[config.mk]
export PLATFORM = sky130hd
export DESIGN_NAME = oam_dma
export DESIGN_NICKNAME = d
export VERILOG_FILES = /design/src/rtl/oam_dma.sv
export SDC_FILE = /design/constraint.sdc
export NUM_CORES = 1
export LEC_CHECK = 0
export ABC_AREA = 1
export BUFFER_PORTS_ARGS = -buffer_cell sky130_fd_sc_hd__buf_2
export CORE_MARGIN = 5
export CORE_UTILIZATION = 45
export CTS_CLUSTER_DIAMETER = 100
export DETAILED_ROUTE_END_ITERATION = 7
export PLACE_DENSITY_LB_ADDON = 0.12
export REMOVE_ABC_BUFFERS = 1
export SYNTH_ARGS = -nofsm -noshare
export SYNTH_HDL_FRONTEND = slang
export SYNTH_SLANG_ARGS = --single-unit
[constraint.sdc]
create_clock -name clk -period 1.53 [get_ports clk]
set_input_delay 0.306 -clock clk [delete_from_list [all_inputs] [get_ports clk]]
set_output_delay 0.306 -clock clk [all_outputs]
set_load 0.05 [all_outputs]
[src/rtl/oam_dma.sv]
// OAM DMA engine: a CPU write to the DMA register copies LENGTH bytes from
// page {reg,8'h00} to DST_BASE, one byte every two cycles, as a bus master.
module oam_dma #(
  parameter logic [15:0] REG_ADDR  = 16'hFF46,
  parameter logic [15:0] DST_BASE  = 16'hFE00,
  parameter int unsigned LENGTH    = 160,
  parameter int unsigned START_DLY = 1
) (
  input  logic        clk,
  input  logic        reset,
  input  logic [15:0] cpu_addr,
  input  logic [7:0]  cpu_data_w,
  input  logic        cpu_write_enable,
  output logic [7:0]  cpu_data_r,
  output logic        cpu_data_active,
  output logic [15:0] dma_addr,
  output logic [7:0]  dma_data_w,
  output logic        dma_write_enable,
  input  logic [7:0]  dma_data_r,
  output logic        dma_active
);

  localparam int unsigned IDX_W = 9;
  localparam int unsigned DLY_W = 2;
  localparam logic [IDX_W-1:0] LAST_IDX = IDX_W'(LENGTH - 1);
  localparam logic [DLY_W-1:0] DLY_INIT = (START_DLY == 0) ? '0 : DLY_W'(START_DLY - 1);

  typedef enum logic [1:0] {
    IDLE  = 2'd0,
    DELAY = 2'd1,
    READ  = 2'd2,
    WRITE = 2'd3
  } state_t;

  state_t             state;
  logic [IDX_W-1:0]   idx;
  logic [IDX_W-1:0]   idx_nxt;
  logic [7:0]         src_hi;
  logic [DLY_W-1:0]   dly_cnt;
  logic               reg_wr;

  assign reg_wr          = cpu_write_enable && (cpu_addr == REG_ADDR);
  assign cpu_data_active = !cpu_write_enable && (cpu_addr == REG_ADDR);
  assign idx_nxt         = idx + IDX_W'(1);

  // Bus outputs are registered alongside the state they belong to; the byte
  // read in READ is held in dma_data_w, which doubles as the copy latch.
  always_ff @(posedge clk) begin
    if (reset) begin
      state            <= IDLE;
      idx              <= '0;
      src_hi           <= 8'h00;
      dly_cnt          <= '0;
      cpu_data_r       <= 8'h00;
      dma_addr         <= 16'h0000;
      dma_data_w       <= 8'h00;
      dma_write_enable <= 1'b0;
      dma_active       <= 1'b0;
    end else begin
      dma_addr         <= 16'h0000;
      dma_data_w       <= 8'h00;
      dma_write_enable <= 1'b0;

      if (reg_wr) begin
        // A restart wins over whatever the current state would do next.
        cpu_data_r <= cpu_data_w;
        src_hi     <= cpu_data_w;
        idx        <= '0;
        dly_cnt    <= DLY_INIT;
        dma_active <= 1'b1;
        if (START_DLY == 0) begin
          state    <= READ;
          dma_addr <= {cpu_data_w, 8'h00};
        end else begin
          state    <= DELAY;
        end
      end else begin
        case (state)
          IDLE: begin
            dma_active <= 1'b0;
          end
          DELAY: begin
            if (dly_cnt == '0) begin
              state    <= READ;
              dma_addr <= {src_hi, idx[7:0]};
            end else begin
              dly_cnt  <= dly_cnt - DLY_W'(1);
            end
          end
          READ: begin
            state            <= WRITE;
            dma_addr         <= DST_BASE + 16'(idx);
            dma_data_w       <= dma_data_r;
            dma_write_enable <= 1'b1;
          end
          WRITE: begin
            if (idx == LAST_IDX) begin
              state      <= IDLE;
              idx        <= '0;
              dma_active <= 1'b0;
            end else begin
              idx      <= idx_nxt;
              state    <= READ;
              dma_addr <= {src_hi, idx_nxt[7:0]};
            end
          end
          default: begin
            state <= IDLE;
          end
        endcase
      end
    end
  end

endmodule

Word level (Yosys, flattened, before mapping)
Cells that the tools add are included.
Storage, ports and cells
  flip-flop bits (word level): 47
  latch bits: 0
  bits in writable memories: 0
  ROM bits: 0
  output and inout bits: 35
  memories: 0
Cells by class
  add/subtract/negate cells: 3
  $mul: 0
  div/mod/pow operators: 0
  magnitude comparators: 0
  equal/unequal tests: 8
  shifts and indexed selects: 0
  muxes and demuxes: 12
  bitwise operators: 2
  reduce and logical (&&, ||, !) cells: 14
Operator list (number)
  $pmux W16 S3: 1
  $mux W16: 2
  $eq A16 B16 Y1 const B: 1
  $add A10 B10 Y11 const A: 1
  $add A9 B1 Y9 const B: 1
  $eq A9 B8 Y1 const B: 1
  $mux W9: 1
  $reduce_and A2 Y1: 4
  $ne A3 B3 Y1 const B: 2
  $pmux W2 S3: 1
  $reduce_bool A3 Y1: 2
  $eq A2 B2 Y1 const B: 2
  $logic_not A2 Y1: 2
  $mux W1: 4
  $mux W2: 2
  $reduce_bool A4 Y1: 1
  $reduce_or A3 Y1: 1
  $eq A2 B1 Y1 const B: 1
  $logic_and A1 B1 Y1: 2
  $ne A2 B2 Y1 const B: 1
  $not A1 Y1: 2
  $pmux W1 S2: 1
  $reduce_or A2 Y1: 1
  $sub A2 B1 Y2 const B: 1
  $logic_not A1 Y1: 1

Depth between registers and ports, before layout
Gate-level depths: netlist of the first run.
  depth in word-level cells: 4
  depth in mapped cells: 9
  mapped depth without buffers: 9

Least setup slack after synthesis of the first run
OpenSTA, ideal clock, no wires.
  path type: input-to-output
  start point: input cpu_addr[0]
  end point: output cpu_data_active
  arrival: 1.307 ns
  data required time: 1.224 ns
  path slack: -0.083 ns
  cell stages on the path: 3
  path buffers: 0
  cell sequence: nor4_1 -> nand3_1 -> nor2_1
On the way
  cells in the longest elaborated chain, start to end: 2
RTL lines
  start, declared: line 11  | input logic [15:0] cpu_addr,
  $eq A16 B16 Y1: line 43  | assign cpu_data_active = !cpu_write_enable && (cpu_addr == REG_ADDR);
  $logic_and A1 B1 Y1: line 43
  end, declared: line 15  | output logic cpu_data_active,
Every way passes these cells.

Worst setup path in the final report of the first run
  start point: input cpu_addr[5]
  end point: output cpu_data_active
The elaborated chain is that of the path after synthesis.

==> results of run 1 <==
## flip-flops by register name (all words and copies together), names as in the netlist
signal / flops
src_hi: 8
state: 2
dma_addr: 16
dma_write_enable: 1
dly_cnt: 2
idx: 9
dma_data_w: 8
dma_active: 1
## kinds of logic (layout without fill, tap and decap cells)
kind of cell	after synthesis	in the layout	share of synthesized area
compound gates	28	28	0.0709
xor+xnor	2	2	0.00855
fa+ha+maj	2	2	0.0122
buf+inv	60	141	0.122
flops	47	47	0.459
simple gates	149	149	0.327
## worst reg2reg max path, delay by kind of cell, from the launching register on
kind	cells	cell delay, ns
and+or+nand+nor	6	0.69
DFF	1	0.35
adders and majority gates	1	0.20
AOI/OAI and AO/OA	1	0.05
## where the power goes
group | switching [mW] | total, mW | internal (mW)
Sequential | 0.00000732 | 1.22 | 1.22
Combinational | 0.0525 | 0.0955 | 0.0429
Clock | 0.377 | 0.856 | 0.479
Total | 0.430 | 2.17 | 1.74
## final cells by class
cell class                 instances  area (sq um)
timing repair buffer              78           415
tap                               52          65.1
sequential                        47           941
clock inverter                     1          30.0
clock buffer                       6          72.6
multi-input combinational        181           858
fill                             418          1790
inverter                          56           210
## what timing repair did
item                                    in CTS  in global routing
hold buffers                                 0                  0
hold endpoints to repair                     0                  0
endpoints found under the setup margin       0                  1
resized for setup                            0                  1
## per-layer routing
metal / GRT usage / routed length [um] / share of wire / up-vias
met5: 0 / 0 / 0 / -
met4: 0.0619 / 65 / 0.015 / 0
met3: 0.0486 / 273 / 0.063 / 7
met2: 0.275 / 2200 / 0.50 / 42
met1: 0.155 / 1820 / 0.42 / 819
li1: - / - / - / 1037
## synthesized netlist by cell type, types with 3 or more instances
master / n
a21oi_1: 22
dfxtp_1: 47
nand4_1: 11
nand3_1: 9
buf_6: 3
o21ai_0: 4
nand2_1: 63
nor2_1: 51
nand2_2: 4
inv_1: 53
## per-stage QoR
stage	setup TNS [ns]	utilization	instances	setup WS (ns)	hold slack [ns]
2_1_floorplan	-0.0832	-	284	-0.0832	0.375
3_3_place_gp	0	0.567	414	0.0609	0.450
6_report	0	0.591	421	0.0967	0.216
3_5_place_dp	0	0.567	414	0.0804	0.463
4_1_cts	0	0.591	421	0.0748	0.205
5_1_grt	0	0.591	421	0.00656	0.204
## worst max path at each step
stage	depth (start not counted)	endpoint	startpoint	slack, ns
finish	5	cpu_data_active	cpu_addr[5]	0.1
global placement	5	cpu_data_active	cpu_addr[0]	0.06
detailed placement	5	cpu_data_active	cpu_addr[5]	0.08
CTS	5	cpu_data_active	cpu_addr[0]	0.07
floorplan	3	cpu_data_active	cpu_addr[0]	-0.08
global route	8	dma_addr[13]$_SDFF_PP0_	idx[0]$_SDFFE_PP0N_	0.007
==> qor.txt, run 1 <==
Share of cells above drive strength 1 - 0.266
RSZ-0062 raised after global routing - false
CP arrival - 1.13 ns
Final HPWL DP - 3.39 mm
Vias - 1905
Most common cell after layout, fill and taps aside - buf_2
Setup bufs post-CTS - 0
H-tree levels - 2
CP Capture Type - primary output
R2R Setup Slk - 0.11 ns
Antenna Nets Post-Route - 0
CTS sink cnt - 47
Largest stage delay, worst path - 0.28 ns
Startpoint Class - input port
Initial Util - 0.467
Slew headroom - 0.790
Number of synthesized register bits - 47
Synth Warn # - 0
Fmax - 698 MHz
Slowest CP cell - nor4_1
EDFF count, synth - 0
CP max FO - 2
Gate Count Post-Synth - 288
Peak supply drop - 0.358 mV
Commonest non-fill, non-tap cells in the layout - buf_2 (68), nand2_1 (63), inv_1 (53)
Final setup fails - 0
# IOs - 70
Largest net degree at the start of global routing - 29
Hold Crit Endpoint - dma_data_w[0]$_SDFF_PP0_
Outcome - completed
Drt pass-1 iters - 4
Rows - 24
GP Congestion - 0.835
GR Overflow Total - 0
Fraction of synthesis flops using an asynchronous set or reset pin - 0
Final Slew Violations - 0
Top Family by Delay on Critical Path - simple AND/OR/NAND/NOR gates
Worst clock skew - 0.00924 ns
Drt wl/cell - 10.4 um
Tmin final - 1.43 ns
Setup Crit Path Kind - input port to primary output
Worst-Skew Late Latency - 0.29 ns
Synth top area cells - dfxtp_1 (46%), nand2_1 (12%), inv_1 (9.7%)
Mean Syn Cell Area - 7.11 sq um
Clock root cell - clkbuf_8
Final #Nets - 406
RR Startpoint - idx[0]$_SDFFE_PP0N_
MaxCap Viol Count - 0
Final Cell Area - 2590 sq um
Die Height - 77.5 um
IO Port Bufs - 69
Iter 0 DRT Violations - 62
PD cells - 838 nW/um^2
# DRC - 0
Yosys cell types - 23
Fin crit share - 0.937
Total Power - 2.17 mW
Mapped Area - 2050 sq um
Routed wire length - 4.36 mm
GR Util All Layers - 0.150
Predominant post-synthesis flop cell - dfxtp_1
Total core area - 4380 sq um
Hold Fails Final Rpt - 0
Worst slew pin tran - 0.314 ns
Area Growth Syn to Fin - 26.6%
First-pass GRT wire length - 7.45 mm
Worst Hold Class - input port to flop
P_leak - 1.32 nW
Terminus of the critical flop-to-flop path - dma_addr[12]$_SDFF_PP0_
Hold path cells - 3
Post-DP Area - 2490 sq um
Clock transition at path regs - 0.08 ns
CP required - 1.22 ns
Worst path bufs/invs - 2
Crit-path cells - buf_2 > nor4_1 > nand3_1 > nor2_1 > clkbuf_4
Synth top area share - 0.459
Clock buffer count from CTS - 5
Die area - 6000 sq um
Reg2reg path depth - 8
Ant diodes - 0
Via/cell ratio - 4.52
Number of global-route vias before repair - 1811
Maximum clock path buffer count - 2
Hold path start - dma_data_r[0]
CTS tree - built
Synth area leader - dfxtp_1
Seq/Total Area, Yosys - 0.459
DIE WIDTH - 77.5 um
Initial antenna violation count - 0
Power figures use the tool's default switching activity.
==> inputs of run 2 (changes only) <==
Settings changed: CAP_MARGIN set to 0, SETUP_SLACK_MARGIN set to 0.4.
==> run 2 against run 1 <==
Hold slack lost 0.011 ns. Critical endpoint unchanged. Combinational power grew 27%. Critical path type unchanged. Wire length grew 24%. Core utilization grew 18 points. Clock skew grew 0.0018 ns. Clock power grew 2.5%. First-iteration DRC count grew 55%. Largest power group unchanged.
==> qor.txt, run 2 (synthesis results as in run 1) <==
Clock root cell - clkbuf_8
Hold_buf cts - 0
Iter 0 DRT Violations - 96
CP required - 1.22 ns
Final HPWL DP - 3.39 mm
Routed wire length - 5.39 mm
Worst clock skew - 0.0110 ns
Drt wl/cell - 12.4 um
P_leak - 1.58 nW
Largest net degree at the start of global routing - 29
Fmax - 749 MHz
Worst slew pin tran - 0.288 ns
PD cells - 654 nW/um^2
GR Overflow Total - 0
Tmin final - 1.33 ns
Hold Fails Final Rpt - 0
Sw Ratio - 0.210
Worst path bufs/invs - 2
Vias - 2024
CP most frequent cell - buf_6
CTS tree - built
Setup Crit Path Kind - input port to primary output
Fin crit share - 0.872
Commonest non-fill, non-tap cells in the layout - inv_1 (45), nand2_1 (43), nor2_1 (41)
CP Capture Type - primary output
H-tree levels - 2
Max reg flops - 16
Crit-path cells - buf_6 > nor4_4 > nand3_1 > nor2_2 > buf_6
Most common cell after layout, fill and taps aside - inv_1
Maximum clock path buffer count - 2
GR Util All Layers - 0.164
Startpoint Class - input port
Share of cells above drive strength 1 - 0.516
Initial antenna violation count - 0
Drt pass-1 iters - 4
Slowest CP cell - nor4_4
Final Slew Violations - 0
CP max FO - 2
CTS sink cnt - 47
R2R Setup Slk - 0.22 ns
Total core area - 4380 sq um
Worst Hold Class - input port to flop
GP Congestion - 0.835
Die Height - 77.5 um
Slew headroom - 0.807
Largest regs - dma_addr x16, idx x9
Top Family by Delay on Critical Path - simple AND/OR/NAND/NOR gates
Outcome - completed
Clock power share - 0.398
Final Cell Area - 3370 sq um
Most flops, register - dma_addr
# fillers - 279
Share of power burned in registers - 0.547
Rows - 24
Post-DP Area - 2490 sq um
# DRC - 0
Comb pwr share - 0.055
# IOs - 70
IO Port Bufs - 69
Ant diodes - 0
Peak supply drop - 0.457 mV
Antenna Nets Post-Route - 0
Worst-Skew Late Latency - 0.30 ns
Clock buffer count from CTS - 5
Initial Util - 0.467
Final setup fails - 0
Largest stage delay, worst path - 0.24 ns
First-pass GRT wire length - 8.25 mm
MaxCap Viol Count - 0
CP arrival - 1.03 ns
Dpl ws - 0.0804 ns
Via/cell ratio - 4.66
Die area - 6000 sq um
WHS - 0.205 ns
Clock transition at path regs - 0.08 ns
Psw - 0.463 mW
DIE WIDTH - 77.5 um
Number of global-route vias before repair - 1989
Final setup margin - 0.196 ns
Internal power - 1.74 mW
Total Power - 2.20 mW
RSZ-0062 raised after global routing - true
Area Growth Syn to Fin - 64.7%
Final #Nets - 419
[run 2: cell types whose count changed in the layout (fill, tap and decap cells not counted), moves of 9 or more]
cell / change
buf_2: -40
buf_6: +32
dfxtp_1: -26
nand2_1: -20
dfxtp_2: +18
buf_4: +14
a21oi_1: -10
a21oi_2: +10
nor2_1: -10
nand2_2: +9
[run 2: repair_timing]
action	in CTS	in global routing
setup buffers	6	7
pin swaps	16	21
endpoints found under the setup margin	72	64
resized for setup	119	89
[run 2: cell type report]
class,count,area [sq um],area share
multi-input cells,181,1200,0.357
flip-flops and latches,47,993,0.295
repair buffers,91,793,0.235
inverters,56,214,0.0634
clock buffers,6,72.6,0.0215
well taps,52,65.1,0.0193
clock inverters,1,30.0,0.00890
[run 2: path summary, 6_finish.rpt]
kind                        from                        to  depth (start not counted)
max                  cpu_addr[0]           cpu_data_active                          5
max reg2reg  idx[1]$_SDFFE_PP0N_   dma_addr[12]$_SDFF_PP0_                          8
min reg2reg  idx[8]$_SDFFE_PP0N_    dma_addr[8]$_SDFF_PP0_                          2
min                dma_data_r[7]  dma_data_w[7]$_SDFF_PP0_                          3
[run 2: layer usage]
layer  part of all wire  wire length [um]  global-route usage
met1               0.39              2080               0.168
met2               0.55              2950               0.312
met3              0.055               294              0.0532
met4              0.013                69              0.0515
met5                  0                 0                   0
[run 2: through the flow]
| step | util | setup TNS, ns | cells |
|---|---|---|---|
| finish | 0.769 | 0 | 434 |
| global route | 0.769 | 0 | 434 |
| CTS | 0.685 | 0 | 427 |
| detailed placement | 0.567 | 0 | 414 |
| global placement | 0.567 | 0 | 414 |
| floorplan | - | -0.0832 | 284 |
[run 2: worst reg2reg max path: cells and delay by family, from the launching register on]
family          cells  cell delay, ns
simple gates        6            0.60
compound gates      1            0.05
fa+ha+maj           1            0.15
flops               1            0.37
[run 2: power groups by stage]
stage | Sequential [mW] | Clock [mW] | Combinational [mW]
CTS | 1.22 | 0.887 | 0.103
detailed placement | 1.25 | 0 | 0.0958
floorplan | 1.25 | 0 | 0.0369
global route | 1.21 | 0.945 | 0.134
global placement | 1.25 | 0 | 0.0942
finish | 1.21 | 0.877 | 0.121
